### src/rtl/de_board_pkg.sv
// Board-level constants shared by the DE-series input conditioning logic.
// Pushbuttons are active-low, so a pressed key reads as 0.
package de_board_pkg;

  localparam logic KEY_PRESSED  = 1'b0;
  localparam logic KEY_RELEASED = 1'b1;

  // 10 ms of stable input at 50 MHz
  localparam int unsigned DEBOUNCE_10MS_50MHZ = 500000;

endpackage

### src/rtl/key_debounce_bit.sv
// Conditions one pushbuttonx: a 2-FF synchroniser, a stability counter, and registered
// press/release strobes that line up with the accepted level change.
module key_debounce_bit
  import de_board_pkg::*;
#(
  parameter int unsigned DEBOUNCE_CYCLES = DEBOUNCE_10MS_50MHZ,
  parameter int unsigned CNT_W           = $clog2(DEBOUNCE_CYCLES + 1)
) (
  input  logic CLOCK_50,
  input  logic Reset,
  input  logic i_raw,
  output logic o_clean,
  output logic o_press,
  output logic o_release
);

  localparam logic [CNT_W-1:0] CntLast = CNT_W'(DEBOUNCE_CYCLES - 1);

  logic             r_s1;
  logic             r_s2;
  logic [CNT_W-1:0] r_cnt;
  logic             r_clean;
  logic             r_press;
  logic             r_release;

  always_ff @(posedge CLOCK_50 or posedge Reset) begin
    if (Reset) begin
      r_s1      <= KEY_RELEASED;
      r_s2      <= KEY_RELEASED;
      r_cnt     <= '0;
      r_clean   <= KEY_RELEASED;
      r_press   <= 1'b0;
      r_release <= 1'b0;
    end else begin
      r_s1      <= i_raw;
      r_s2      <= r_s1;
      r_press   <= 1'b0;
      r_release <= 1'b0;
      if (r_s2 == r_clean) begin
        // Any return to the accepted level discards the partial count.
        r_cnt <= '0;
      end else if (r_cnt == CntLast) begin
        r_clean   <= r_s2;
        r_cnt     <= '0;
        r_press   <= (r_s2 == KEY_PRESSED);
        r_release <= (r_s2 == KEY_RELEASED);
      end else begin
        r_cnt <= r_cnt + CNT_W'(1);
      end
    end
  end

  assign o_clean   = r_clean;
  assign o_press   = r_press;
  assign o_release = r_release;

endmodule

### src/rtl/key_debounce.sv
// Debounces N_KEYS independent active-low pushbuttons; each key gets its own
// synchroniser and counter, so strobes on different keys may coincide.
module key_debounce
  import de_board_pkg::*;
#(
  parameter int unsigned N_KEYS          = 2,
  parameter int unsigned DEBOUNCE_CYCLES = DEBOUNCE_10MS_50MHZ,
  parameter int unsigned CNT_W           = $clog2(DEBOUNCE_CYCLES + 1)
) (
  input  logic              CLOCK_50,
  input  logic              Reset,
  input  logic [N_KEYS-1:0] KEY_raw,
  output logic [N_KEYS-1:0] KEY_clean,
  output logic [N_KEYS-1:0] Press,
  output logic [N_KEYS-1:0] Release
);

  for (genvar g = 0; g < N_KEYS; g++) begin : g_key
    key_debounce_bit #(
      .DEBOUNCE_CYCLES(DEBOUNCE_CYCLES),
      .CNT_W          (CNT_W)
    ) u_bit (
      .CLOCK_50 (CLOCK_50),
      .Reset    (Reset),
      .i_raw    (KEY_raw[g]),
      .o_clean  (KEY_clean[g]),
      .o_press  (Press[g]),
      .o_release(Release[g])
    );
  end

endmodule
### config.mk
export PLATFORM = sky130hd
export DESIGN_NAME = key_debounce
export DESIGN_NICKNAME = d
export VERILOG_FILES = /design/src/rtl/de_board_pkg.sv /design/src/rtl/key_debounce_bit.sv /design/src/rtl/key_debounce.sv
export SDC_FILE = /design/constraint.sdc
export NUM_CORES = 1
export LEC_CHECK = 0
export BUFFER_PORTS_ARGS = -buffer_cell sky130_fd_sc_hd__buf_4
export CAP_MARGIN = 40
export CORE_MARGIN = 3
export CORE_UTILIZATION = 58
export DETAILED_ROUTE_END_ITERATION = 12
export PLACE_DENSITY_LB_ADDON = 0.08
export SYNTH_ARGS = -nofsm -noshare
export SYNTH_HDL_FRONTEND = slang
export SYNTH_SLANG_ARGS = --single-unit
### constraint.sdc
create_clock -name CLOCK_50 -period 3.8 [get_ports CLOCK_50]
set_input_delay 0 -clock CLOCK_50 [delete_from_list [all_inputs] [get_ports CLOCK_50]]
set_output_delay 0 -clock CLOCK_50 [all_outputs]
set_load 0.005 [all_outputs]
==> impl_metrics.csv, run 1 <==
group,metric,value,unit
clock_network,cts_root_buf,"clkbuf_8",
critical_path,required,3.95,ns
clock_network,clk_latency,0.30,ns
floorplan,ios,10,
floorplan,row_count,22,
clock_network,cts_tree,"yes",
hold_path,hold_path_class,"in -> reg",
synth,ys_ff_latch,48,
power,leakagePower,1.11,nW
drt,viasPerCell,6.02,
clock_network,ctsResizeCount,0,
synth,syn_area,2390,um^2
layout,syn_to_final_growth,8.12,%
placement,preCtsSetupSlack,1.79,ns
sta,hold_viol,0,
critical_path,cp-start-kind,"flip-flop",
layout,diodes,0,
power,powerDensity,355,nW/um^2
grt,antenna_found_initial,0,
clock_network,clk_pin_slew,0.08,ns
layout,layout_commonest_cell,"dfrtp_1",
outcome,status,"finished, final reports clean",
clock_network,cts_max_path_buffers,2,
synth,syn_avg_cell_area,10.7,um^2
synth,synth_top_cell_by_area,"dfrtp_1",
clock_network,cts.sinks,48,
critical_path,end_kind,"flip-flop",
drt,post_drt_wl_per_cell,15.3,um
sta,timing.fmax,494,MHz
drt,drtIter0Drc,74,
sta,skew,0.00585,ns
synth,yosysUniqueCellTypes,41,
placement,post-dp-hpwl,3.00,mm
critical_path,crit_path_max_fanout,17,
drt,vias,1693,
synth,synthTopCellsByArea,"dfrtp_1 (44%), dfstp_2 (6.6%), xor2_1 (4.8%)",
floorplan,design.core.area,3800,um^2
grt,grt_max_degree,49,
synth,ys_seq_area_share,50.6,%
drt,wl,4.29,mm
power,share_seq_of_total_power,57.4,%
layout,nets,238,
power,sw_frac_of_total,20.8,%
sta,tns,0,ns
drt,route.detailed.drc,0,
power,vdd_drop_max,0.000210,V
synth,synthCells,224,
floorplan,dieArea,4920,um^2
critical_path,arrival,2.17,ns
sta,slew_headroom,52.3,%
drt,postRouteAntennaNets,0,
sta,min_period,2.02,ns
floorplan,start_util,62.8,%
sta,slew_viol_final,0,
sta,rsz0062_at_grt,"no",
power,pwr-share-comb,3.6,%
layout,fillCellCount,298,
placement,io_buffers,9,
power,p_switching,0.190,mW
job,cap_viol_max_count,0,
grt,grt_pass1_wl,7.58,mm
power,internal_power,0.726,mW
layout,final_cell_mix,"dfrtp_1 (42), nor2_1 (27), nand2_1 (13), nand4_1 (13), xor2_1 (13)",
sta,worst_slew_pin_slew,0.715,ns
power,clock_power_share,39.0,%
drt,firstDrtPassIters,4,
placement,gp_congestion,0.845,
grt,grt_pass1_vias,1656,
clock_network,htree_num_levels,2,
sta,setup_ws,1.78,ns
sta,setup_viol,0,
synth,yosysTopAreaCellShare,44.0,%
clock_network,cts_buffers,5,
grt,grtUsageTotal,19.2,%
floorplan,die_w,70.2,um
layout,drive_above_1_share,15.5,%
floorplan,die_h,70.2,um
sta,min_period_over_period,53.2,%
critical_path,crit_type,"reg -> reg",
grt,grt-ovfl-total,0,
synth,yosys_warnings,0,
synth,synth_nets,230,
## worst paths after layout
kind | endpoint | startpoint | depth (start not counted) | slack (ns)
max reg2reg | g_key[0].u_bit.r_cnt[17] | g_key[0].u_bit.r_cnt[0] | 5 | 1.78
max | g_key[0].u_bit.r_cnt[17] | g_key[0].u_bit.r_cnt[0] | 5 | 1.78
max in group asynchronous | g_key[1].u_bit.r_cnt[3] | Reset | 4 | 3.00
min reg2reg | g_key[1].u_bit.r_s2 | g_key[1].u_bit.r_s1 | 0 | 0.36
min | g_key[0].u_bit.r_s1 | KEY_raw[0] | 2 | 0.35
min in group asynchronous | g_key[0].u_bit.o_release | Reset | 4 | 0.40
## per-stage QoR
step	cell area [um^2]	cells	hold WS (ns)	utilization (%)	total power, mW
floorplan	2390	224	0.00448	-	0.557
global placement	2440	270	0.108	64.3	0.565
detailed placement	2440	270	0.111	64.3	0.566
CTS	2580	281	0.336	68.0	0.926
global route	2580	281	0.331	68.0	0.957
finish	2580	281	0.351	68.0	0.917
## cell families after synthesis
group,Yosys count,share of synthesized area (%)
buffers and inverters,14,3.62
AO/OA/AOI/OAI,23,6.24
adder cells (fa/ha/maj),2,1.05
XOR/XNOR,25,9.17
multiplexers,2,0.943
AND/OR/NAND/NOR,110,28.4
flip-flops,48,50.6
## sequential cells by signal, indices dropped and copies added, names as in the netlist
name	cells
g_key.u_bit.r_cnt	38
g_key.u_bit.o_press	2
g_key.u_bit.r_s2	2
g_key.u_bit.r_s1	2
g_key.u_bit.o_clean	2
g_key.u_bit.o_release	2
## power groups by stage
stage | clock network (mW) | logic [mW] | registers, mW
final | 0.358 | 0.0331 | 0.526
after global placement | 0 | 0.0297 | 0.535
after detailed placement | 0 | 0.0309 | 0.536
after floorplan | 0 | 0.0224 | 0.534
after global routing | 0.392 | 0.0384 | 0.527
after CTS | 0.366 | 0.0340 | 0.526
## synthesized netlist by cell type (all sizes together)
master   number
or2           1
dfstp         6
and3          9
mux2          2
nor3          4
inv           2
ha            2
and4          4
a21oi        10
nor2         27
buf          11
nor4bb        1
nor3b         4
o41ai         1
nand2        13
dfrtp        42
nand3         8
or4           5
xnor2        12
nand4bb       1
and4b         1
o21ai         6
o31ai         4
o221ai        1
nand3b        1
or3           4
and2          6
clkbuf        1
xor2         13
a21bo         1
nor4b         2
nand4        14
or3b          1
nor4          4
## layer usage
layer | global-route usage, % | vias to the layer above | wire [um] | part of all wire (%)
met2 | 33.1 | 33 | 2180 | 51
met4 | 6.38 | 0 | 53 | 1.2
li1 | - | 813 | - | -
met1 | 23.6 | 840 | 1910 | 44
met5 | 0 | - | 0 | 0
met3 | 4.60 | 7 | 150 | 3.5
## worst max-delay path: stages (launching register included)
cell     delay, ns
dfrtp_1       0.39
ha_1          0.22
and4_1        0.33
nand2_1       0.18
o21ai_2       0.62
a21oi_1       0.12
## timing repair
action | 4_1_cts | 5_1_grt
endpoints found under the hold margin | 44 | 0
hold buffers | 3 | 0
buffers inserted | 0 | 0
## cell type report
cell class	instances	area, um^2	area share (%)
flip-flops and latches	48	1210	46.8
clock inverters	2	35.0	1.36
well taps	48	60.1	2.33
repair buffers	13	105	4.07
clock buffers	6	72.6	2.81
inverters	2	7.51	0.291
multi-input cells	162	1090	42.3
Power figures use the tool's default switching activity.
==> run 2: changes to the inputs <==
Settings changed: CORE_UTILIZATION 58 to 55.
Clock period 3.8 ns to 1.7 ns, I/O delays scaled along.
==> impl_metrics.csv, run 2 (synthesis gave the netlist of run 1 again) <==
group,metric,value,unit
outcome,status,"finished, final reports clean",
layout,syn_to_final_growth,13.9,%
sta,slew_viol_final,0,
critical_path,arrival,1.87,ns
clock_network,clk_pin_slew,0.09,ns
power,sw_frac_of_total,22.0,%
layout,largest_reg_flops,38,
sta,timing.fmax,606,MHz
layout,final_cell_mix,"dfrtp_1 (39), nor2_1 (27), buf_4 (23)",
grt,grt_max_degree,32,
clock_network,htree_num_levels,2,
job,cap_viol_max_count,0,
power,clock_power_share,35.4,%
sta,slew_headroom,56.9,%
placement,post-dp-hpwl,3.12,mm
critical_path,end_kind,"flip-flop",
drt,wl,4.45,mm
clock_network,cts_root_buf,"clkbuf_8",
drt,drtIter0Drc,78,
floorplan,die_h,71.9,um
drt,firstDrtPassIters,4,
critical_path,crit_path_max_fanout,4,
grt,grtUsageTotal,18.4,%
power,pwr-share-comb,4.8,%
layout,layout_commonest_cell,"dfrtp_1",
sta,setup_viol,0,
floorplan,start_util,58.4,%
sta,hold_viol,0,
clock_network,clk_latency,0.29,ns
power,leakagePower,1.17,nW
power,powerDensity,723,nW/um^2
critical_path,required,1.92,ns
drt,route.detailed.drc,0,
clock_network,cts_tree,"yes",
layout,fillCellCount,333,
layout,drive_above_1_share,25.1,%
power,vdd_drop_max,0.000600,V
layout,multiInputGateArea,1120,um^2
layout,diodes,0,
grt,grt_pass1_vias,1650,
floorplan,row_count,23,
sta,min_period_over_period,97.1,%
floorplan,dieArea,5170,um^2
grt,grt-ovfl-total,0,
floorplan,ios,10,
placement,io_buffers,9,
placement,dp.cells,281,
drt,post_drt_wl_per_cell,15.0,um
power,internal_power,1.53,mW
power,p_switching,0.433,mW
layout,fin_area,2720,um^2
sta,rsz0062_at_grt,"yes",
clock_network,cts_max_path_buffers,2,
grt,antenna_found_initial,0,
power,share_seq_of_total_power,59.8,%
drt,postRouteAntennaNets,0,
sta,tns,0,ns
floorplan,die_w,71.9,um
sta,whs,0.283,ns
placement,dpl-instance-area,2530,um^2
critical_path,cp-start-kind,"flip-flop",
layout,finalNonFillerCells,297,
layout,seq_area,1210,um^2
sta,worst_slew_pin_slew,0.643,ns
critical_path,crit_type,"reg -> reg",
layout,nets,252,
sta,min_period,1.65,ns
grt,grt_pass1_wl,7.53,mm
sta,skew,0.00595,ns
placement,gp_congestion,0.856,
layout,top_register,"g_key.u_bit.r_cnt",
critical_path,r2r_slack,0.05,ns
floorplan,design.core.area,4090,um^2
drt,vias,1775,
hold_path,hold_path_class,"in -> async",
drt,viasPerCell,5.98,
clock_network,cts_buffers,5,
layout,finish.utilization,66.6,%
clock_network,cts.sinks,48,
## run 2: cell types whose count changed in the layout (fill, tap and decap cells not counted), moves of 2 or more
cell     change
and3_1       -2
and3_2       +2
and4_1       -2
and4_4       +2
buf_4       +13
dfrtp_1      -3
dfrtp_2      +3
## run 2: per-stage QoR
step	setup WS, ns	total power, mW
2_1_floorplan	0.0219	1.24
3_3_place_gp	0.0683	1.28
3_5_place_dp	0.0371	1.28
4_1_cts	0.0166	1.99
5_1_grt	-0.0563	2.07
6_report	0.0495	1.97
## run 2: path summary, 6_finish.rpt
path,start,endpoint,cells past startpoint
worst max-delay path,g_key[0].u_bit.r_cnt[0],g_key[0].u_bit.r_cnt[14],5
max in group asynchronous,Reset,g_key[0].u_bit.r_s2,4
worst min-delay path,Reset,g_key[1].u_bit.o_press,3
min in group CLOCK_50,KEY_raw[1],g_key[1].u_bit.r_s1,2
worst min register to register,g_key[0].u_bit.r_s1,g_key[0].u_bit.r_s2,0
worst max register to register,g_key[0].u_bit.r_cnt[0],g_key[0].u_bit.r_cnt[14],5
## run 2: layout make-up
| class | instances | share of cell area, % |
|---|---|---|
| Sequential cell | 48 | 44.6 |
| Clock buffer | 7 | 3.17 |
| Inverter | 2 | 0.276 |
| Multi-Input combinational cell | 162 | 41.2 |
| Tap cell | 50 | 2.30 |
| Clock inverter | 1 | 0.276 |
| Timing Repair Buffer | 27 | 8.19 |
## run 2: routing by layer
layer,track usage (%),routed length (um)
met1,22.7,1910
met2,32.7,2370
met3,3.93,138
met4,4.38,22
met5,0,0
## run 2: timing repair
item / 4_1_cts / 5_1_grt
resized for setup: 0 / 14
hold buffers: 3 / 0
setup buffers: 0 / 5
endpoints found under the setup margin: 0 / 27
hold endpoints to repair: 15 / 0
## run 2: worst max-delay path, stage by stage (launching register included)
cell     delay (ns)
dfrtp_1        0.40
ha_1           0.19
and4_4         0.25
nand2_2        0.08
or4_1          0.51
a21oi_1        0.15
## run 2: power groups by stage
stage               logic [mW]  registers (mW)  clock network (mW)
floorplan               0.0501            1.19                   0
global placement        0.0810            1.20                   0
detailed placement      0.0836            1.20                   0
CTS                     0.0895            1.18               0.725
global route             0.110            1.18               0.781
finish                  0.0950            1.18               0.697
==> run 3: changes to the inputs <==
Clock period 1.7 ns to 1.5 ns, I/O delays scaled along.
==> impl_metrics.csv, run 3 (synthesis gave the netlist of run 1 again) <==
group,metric,value,unit
grt,grt_max_degree,49,
drt,postRouteAntennaNets,0,
grt,grt_pass1_vias,2021,
sta,slew_headroom,72.9,%
layout,largest_reg_flops,38,
floorplan,die_w,71.9,um
grt,grt-ovfl-total,0,
placement,dp.cells,312,
grt,grt-busiest-layer,"met2",
critical_path,crit_path_max_fanout,10,
layout,diodes,0,
sta,timing.fmax,627,MHz
drt,route.detailed.drc,0,
clock_network,cts_tree,"yes",
sta,whs,0.305,ns
grt,grt_pass1_wl,9.54,mm
drt,drtIter0Drc,143,
critical_path,ff2ff_path_depth,4,
sta,min_period,1.59,ns
outcome,violations,"setup timing",
layout,seq_area,1220,um^2
drt,firstDrtPassIters,4,
floorplan,die_h,71.9,um
outcome,status,"finished, violations left",
floorplan,start_util,58.4,%
layout,multiInputGateArea,1290,um^2
grt,grt.met2_usage,38.6,%
clock_network,cts_buffers,5,
power,powerDensity,779,nW/um^2
grt,antenna_found_initial,0,
layout,final_cell_mix,"buf_4 (61), dfrtp_1 (35), nor2_1 (21)",
clock_network,cts_max_path_buffers,2,
placement,io_buffers,9,
critical_path,required,1.68,ns
sta,min_period_over_period,106,%
layout,top_register,"g_key.u_bit.r_cnt",
clock_network,htree_num_levels,2,
hold_path,hold_path_class,"in -> async",
sta,rsz0062_at_grt,"yes",
placement,gp_congestion,0.876,
grt,grtUsageTotal,23.6,%
floorplan,design.core.area,4090,um^2
layout,fin_area,3320,um^2
clock_network,clk_pin_slew,0.09,ns
floorplan,row_count,23,
sta,setup_viol,35,
clock_network,cts_root_buf,"clkbuf_8",
sta,setup_ws,-0.0945,ns
grt,grtUsageMet1,31.5,%
job,cap_viol_max_count,0,
critical_path,end_kind,"flip-flop",
layout,fillCellCount,219,
sta,slew_viol_final,0,
critical_path,crit_type,"reg -> reg",
power,power,2.58,mW
sta,worst_slew_pin_slew,0.401,ns
layout,finalNonFillerCells,343,
drt,wl,5.79,mm
clock_network,cts.sinks,48,
placement,dpl-instance-area,2810,um^2
grt,use_met3,4.63,%
drt,vias,1983,
power,vdd_drop_max,0.000711,V
drt,viasPerCell,5.78,
layout,drive_above_1_share,47.8,%
power,leakagePower,1.47,nW
floorplan,ios,10,
sta,hold_viol,0,
layout,syn_to_final_growth,38.9,%
floorplan,dieArea,5170,um^2
drt,post_drt_wl_per_cell,16.9,um
clock_network,clk_latency,0.30,ns
sta,skew,0.00559,ns
critical_path,arrival,1.78,ns
layout,nets,298,
layout,layout_commonest_cell,"buf_4",
placement,preCtsSetupSlack,-0.124,ns
critical_path,cp-start-kind,"flip-flop",
placement,post-dp-hpwl,3.57,mm
## run 3: cell types whose count changed in the layout (fill, tap and decap cells not counted), sizes merged
cell,before,now
buf,24,70
bufinv,0,2
clkbuf,7,6
clkinvlp,1,0
## run 3: where the power goes
group / internal [mW] / total (mW) / switching, mW
logic: 0.0798 / 0.159 / 0.0791
clock network: 0.666 / 1.09 / 0.426
registers: 1.32 / 1.33 / 0.0166
## run 3: area by class of cell
cell class / instances / area share (%)
Inverter: 2 / 0.226
Clock inverter: 2 / 1.81
Timing Repair Buffer: 73 / 18.3
Sequential cell: 48 / 36.7
Multi-Input combinational cell: 162 / 38.9
Clock buffer: 6 / 2.19
Tap cell: 50 / 1.89
## run 3: per-layer routing
metal | share of wire, % | up-vias | wire length (um)
met1 | 43 | 998 | 2510
met4 | 1.6 | 0 | 91
met3 | 3.3 | 9 | 189
met2 | 52 | 42 | 3000
met5 | 0 | - | 0
li1 | - | 934 | -
## run 3: worst paths after layout
kind,start,endpoint,slack (ns)
worst max-delay path,g_key[1].u_bit.r_cnt[12],g_key[1].u_bit.r_cnt[10],-0.09
worst min-delay path,Reset,g_key[1].u_bit.r_cnt[10],0.31
worst max register to register,g_key[1].u_bit.r_cnt[12],g_key[1].u_bit.r_cnt[10],-0.09
worst min register to register,g_key[1].u_bit.r_s1,g_key[1].u_bit.r_s2,0.36
max in group asynchronous,Reset,g_key[1].u_bit.r_s2,0.91
min in group CLOCK_50,KEY_raw[1],g_key[1].u_bit.r_s1,0.35
## run 3: stage by stage
step           util (%)  TNS, ns
3_5_place_dp       68.7    -3.00
3_3_place_gp       68.7   -0.786
6_report           81.2    -2.28
2_1_floorplan         -   -0.561
5_1_grt            81.2    -5.70
4_1_cts            76.8    -1.70
## run 3: timing repair
action / in CTS / in global routing
buffers inserted: 8 / 13
pin swaps: 10 / 13
hold buffers: 3 / 0
endpoints found under the hold margin: 47 / 0
endpoints found under the setup margin: 41 / 42
gates resized for setup: 31 / 22
## run 3: critical path: stages, from the launching register on
cell	delay, ns
dfrtp_1	0.43
or4_4	0.59
o21ai_4	0.24
buf_12	0.16
nor2_1	0.05
